**config.mk**
```make
export PLATFORM = sky130hd
export DESIGN_NAME = accumulator
export DESIGN_NICKNAME = d
export VERILOG_FILES = /design/src/rtl/accumulator.sv
export SDC_FILE = /design/constraint.sdc
export NUM_CORES = 1
export LEC_CHECK = 0
export CAP_MARGIN = 25
export CORE_AREA = 2 2 86 88
export CTS_BUF_LIST = sky130_fd_sc_hd__clkbuf_4 sky130_fd_sc_hd__clkbuf_8 sky130_fd_sc_hd__clkbuf_16
export DETAILED_ROUTE_END_ITERATION = 8
export DIE_AREA = 0 0 88 90
export PLACE_DENSITY_LB_ADDON = 0.3
export SLEW_MARGIN = 20
export SYNTH_ARGS = -nofsm -noshare
export SYNTH_HDL_FRONTEND = slang
export SYNTH_SLANG_ARGS = --single-unit
```
**constraint.sdc**
```tcl
create_clock -name clk -period 2.2 [get_ports clk]
set_input_delay 0.33 -clock clk [delete_from_list [all_inputs] [get_ports clk]]
set_output_delay 0.33 -clock clk [all_outputs]
set_load 0.005 [all_outputs]
```
**src/rtl/accumulator.sv**
```systemverilog
// Signed group accumulator with valid/ready input and output handshakes.
// Sums terms until in_last, then holds the result until downstream takes it.
module accumulator #(
  parameter int WIDTH     = 16,
  parameter int ACC_WIDTH = 24
) (
  input  logic                 clk,
  input  logic                 rst_n,
  input  logic                 clear,
  input  logic                 in_valid,
  output logic                 in_ready,
  input  logic [WIDTH-1:0]     in_data,
  input  logic                 in_last,
  output logic                 out_valid,
  input  logic                 out_ready,
  output logic [ACC_WIDTH-1:0] out_data,
  output logic                 overflow
);

  typedef enum logic [1:0] {
    IDLE,
    ACCUM,
    HOLD
  } state_t;

  localparam int MSB = ACC_WIDTH - 1;

  state_t               state;
  logic [ACC_WIDTH-1:0] sum;
  logic                 sticky;
  logic [ACC_WIDTH-1:0] ext;
  logic [ACC_WIDTH-1:0] nsum;
  logic                 add_ovf;
  logic                 nsticky;
  logic                 acc;

  assign in_ready = (state != HOLD) && !clear;
  assign acc      = in_valid && in_ready;
  assign ext      = {{(ACC_WIDTH-WIDTH){in_data[WIDTH-1]}}, in_data};
  assign nsum     = sum + ext;
  assign add_ovf  = (sum[MSB] == ext[MSB]) &&
                    (nsum[MSB] != sum[MSB]);
  assign nsticky  = sticky | add_ovf;

  // Group FSM: sum terms, latch result on last, release on take.
  always_ff @(posedge clk or negedge rst_n) begin
    if (!rst_n) begin
      state     <= IDLE;
      sum       <= '0;
      sticky    <= 1'b0;
      out_valid <= 1'b0;
      out_data  <= '0;
      overflow  <= 1'b0;
    end else begin
      unique case (state)
        IDLE, ACCUM: begin
          if (clear) begin
            state  <= IDLE;
            sum    <= '0;
            sticky <= 1'b0;
          end else if (acc) begin
            sum    <= nsum;
            sticky <= nsticky;
            if (in_last) begin
              state     <= HOLD;
              out_valid <= 1'b1;
              out_data  <= nsum;
              overflow  <= nsticky;
            end else begin
              state <= ACCUM;
            end
          end
        end
        HOLD: begin
          if (out_ready) begin
            state     <= IDLE;
            sum       <= '0;
            sticky    <= 1'b0;
            out_valid <= 1'b0;
            out_data  <= '0;
            overflow  <= 1'b0;
          end
        end
        default: begin
          state     <= IDLE;
          sum       <= '0;
          sticky    <= 1'b0;
          out_valid <= 1'b0;
          out_data  <= '0;
          overflow  <= 1'b0;
        end
      endcase
    end
  end

endmodule

```
==> run metrics <==
sequential-to-total area share from yosys stat 40.0%; Post-DRT Antenna Nets 0; nets@finish 521; Yosys reg bits 53; Leak Pwr 2.22 nW; share of cells above drive strength 1 31.3%; metal2 WL 5230 um; R2R setup slack -0.08 ns; FP Rows 31; initial antenna violation count 0; Core Util, Final 70.1%; Worst-path clk slew 0.11 ns; root buffer cell clkbuf_8; crit-path cells clkdlybuf4s50_1 -> ha_4 -> nand4_1 -> a21oi_2 -> nand2_2 -> buf_4 -> o21ai_4 -> nor3_1 -> or4b_1 -> o211ai_1; GRT Overall Usage 25.2%; Worst Path Required 2.44 ns; Syn Inst Count 352; CTS max path bufs 2; metal3 WL 549 um; Die Span Y 90 um; Critical path origin in_data[10]; drt pass-1 iters 4; Final Skew 0.0111 ns; crit path buf inv count 2; Slew HR 65.1%; CTS buffer count 5; Worst setup SP type input port; register area 1330 sq um; average cell area after synthesis 9.42 sq um; R2R cell count 10; Final Cycle Share 105%; Synth cell types 58; Worst-Skew Late Latency 0.32 ns; worst slew pin tran 0.523 ns; ANT cells 0; Die ar. 7920 sq um; Metal-1 WL 3990 um; synthesized area 3310 sq um; Max Used Layer met4; post-synth net total 398; Primary FF master, synth dfrtp_1; vias in the first global route 3363; Worst path top cell family by delay simple AND/OR/NAND/NOR gates; Crit path depth 10; status finished, violations left; Crit Path Class in2reg; Worst R2R Start sum[1]$_DFFE_PN0P_; number of synthesis warnings 0; initial core utilization 47.2%; Multi-input gate area 2190 sq um; Die X 88 um; pin count of the biggest net entering global routing 36; RePlAce Congestion 0.916; Max VDD drop 486 uV; Max Freq 432 MHz; Final Max Tran Viols 0; Final setup viols 13; violated checks setup timing; max-cap violation count 0; DRC Markers 0; Final WS setup -0.113 ns; fraction of registers with async set/reset 100%; via count 3281; IO Count 49; Max FO, Critical Path 5; TritonCTS clock tree built; via-per-instance ratio 5.71; clk sinks 53; RSZ-0062 raised after global routing true; RR Endpoint sum[23]$_DFFE_PN0P_; worst setup path endpoint sum[23]$_DFFE_PN0P_; setup_tns -0.509 ns; hold path cells 2; Crit. End Element register; drt wl/cell 17.4 um; Core Box Area 7020 sq um; placed wire-length estimate 6750 um; CP arrival 2.56 ns; Post-synth EDFFs 0; P&R area growth vs syn 48.4%; HP Class reg2reg; worst stage delay on the critical path 0.50 ns; first-pass GRT wire length 15700 um; DRT iter0 DRCs 209; DP Worst Slack -0.532 ns; Final Hold Fails 0; Fillers 549; input/output buffers 48; slowest CP cell or4b_1; Remaining Overflow, GRT 0; minimum clock period 2.31 ns; Routed WL 10000 um; H-tree depth 2; pwr/cell area 863 nW/um^2
cell usage in the layout, fill, tap and decap left out, drive strengths merged, types with 5 or more instances in the layout:
cell / instances
a22o: 27
dfrtp: 53
xnor2: 15
xor2: 5
o211ai: 6
nand4: 6
o31ai: 6
clkbuf: 5
a21oi: 29
nor2: 16
ha: 23
inv: 11
nand3: 8
nand2: 51
o21ai: 27
buf: 87
clkdlybuf4s50: 44
synthesized netlist by cell type, types with 4 or more instances:
cell type / instances / area [sq um]
a21oi_1: 28 / 140
a22o_1: 27 / 236
a31oi_1: 4 / 25.0
buf_2: 7 / 35.0
clkbuf_1: 9 / 33.8
dfrtp_1: 53 / 1330
ha_1: 23 / 288
inv_1: 10 / 37.5
nand2_1: 50 / 188
nand3_1: 8 / 40.0
nand4_1: 6 / 37.5
nor2_1: 16 / 60.1
o211ai_1: 5 / 37.5
o21ai_0: 21 / 105
o21ai_1: 5 / 25.0
o31ai_1: 5 / 37.5
xnor2_1: 15 / 131
xor2_1: 5 / 43.8
power by group:
part           internal [W]  switching, W  leakage, nW
clock              0.000227      0.000365       0.0445
combinational       0.00126       0.00100         1.48
sequential          0.00121      0.000182        0.696
total               0.00269       0.00155         2.22
per-stage QoR:
step	cell area [sq um]	power, W	hold WS (ns)	instances
final	4920	0.00424	0.492	575
after detailed placement	4400	0.00334	0.326	554
after floorplan	3320	0.00239	0.0344	352
after CTS	4690	0.00402	0.492	570
after global placement	4400	0.00329	0.317	554
after global routing	4920	0.00450	0.513	575
cell type report:
cell class	instances	area share (%)
Clock buffer	5	1.40
Multi-Input combinational cell	270	44.6
Clock inverter	3	0.432
Inverter	10	0.763
Timing Repair Buffer	135	23.3
Sequential cell	53	27.0
Tap cell	99	2.52
metal layers:
layer	vias up	GRT usage [%]
met2	106	44.0
met4	0	8.85
met5	-	0
li1	1539	-
met3	25	4.78
met1	1611	30.5
sequential cells by signal (all words and copies together), names as in the netlist:
signal	cells
out_data	24
overflow	1
state	2
sum	24
sticky	1
out_valid	1
kinds of logic (layout without fill, tap and decap cells):
logic type,after synthesis,after routing,share of synthesized area (%)
AO/OA/AOI/OAI,127,127,27.0
XOR/XNOR,21,21,5.96
adder cells (fa/ha/maj),24,24,9.29
buffers and inverters,29,153,4.11
flip-flops,53,53,40.0
multiplexers,1,1,0.302
AND/OR/NAND/NOR,97,97,13.3
worst min path at each step:
stage	start	endpoint	slack (ns)
final	out_data[14]$_DFFE_PN0P_	out_data[14]$_DFFE_PN0P_	0.49
after global routing	out_data[3]$_DFFE_PN0P_	out_data[3]$_DFFE_PN0P_	0.51
after floorplan	rst_n	out_data[0]$_DFFE_PN0P_	0.03
after CTS	out_data[3]$_DFFE_PN0P_	out_data[3]$_DFFE_PN0P_	0.49
after global placement	rst_n	sum[16]$_DFFE_PN0P_	0.32
after detailed placement	rst_n	sum[16]$_DFFE_PN0P_	0.33
tightest hold or removal path, stage by stage (launching register included):
cell and delay, ns:
dfrtp_1 0.36, nand2_1 0.05, o21ai_0 0.06
what timing repair did:
item                                    CTS  global route
gates resized for setup                  21            41
hold buffers                              1             0
pin swaps                                16            30
hold endpoints to repair                 18             0
cloned                                    1             0
buffers inserted                          6             6
endpoints found under the setup margin   29            34
Note: power is estimated with default switching activity, not from simulation.
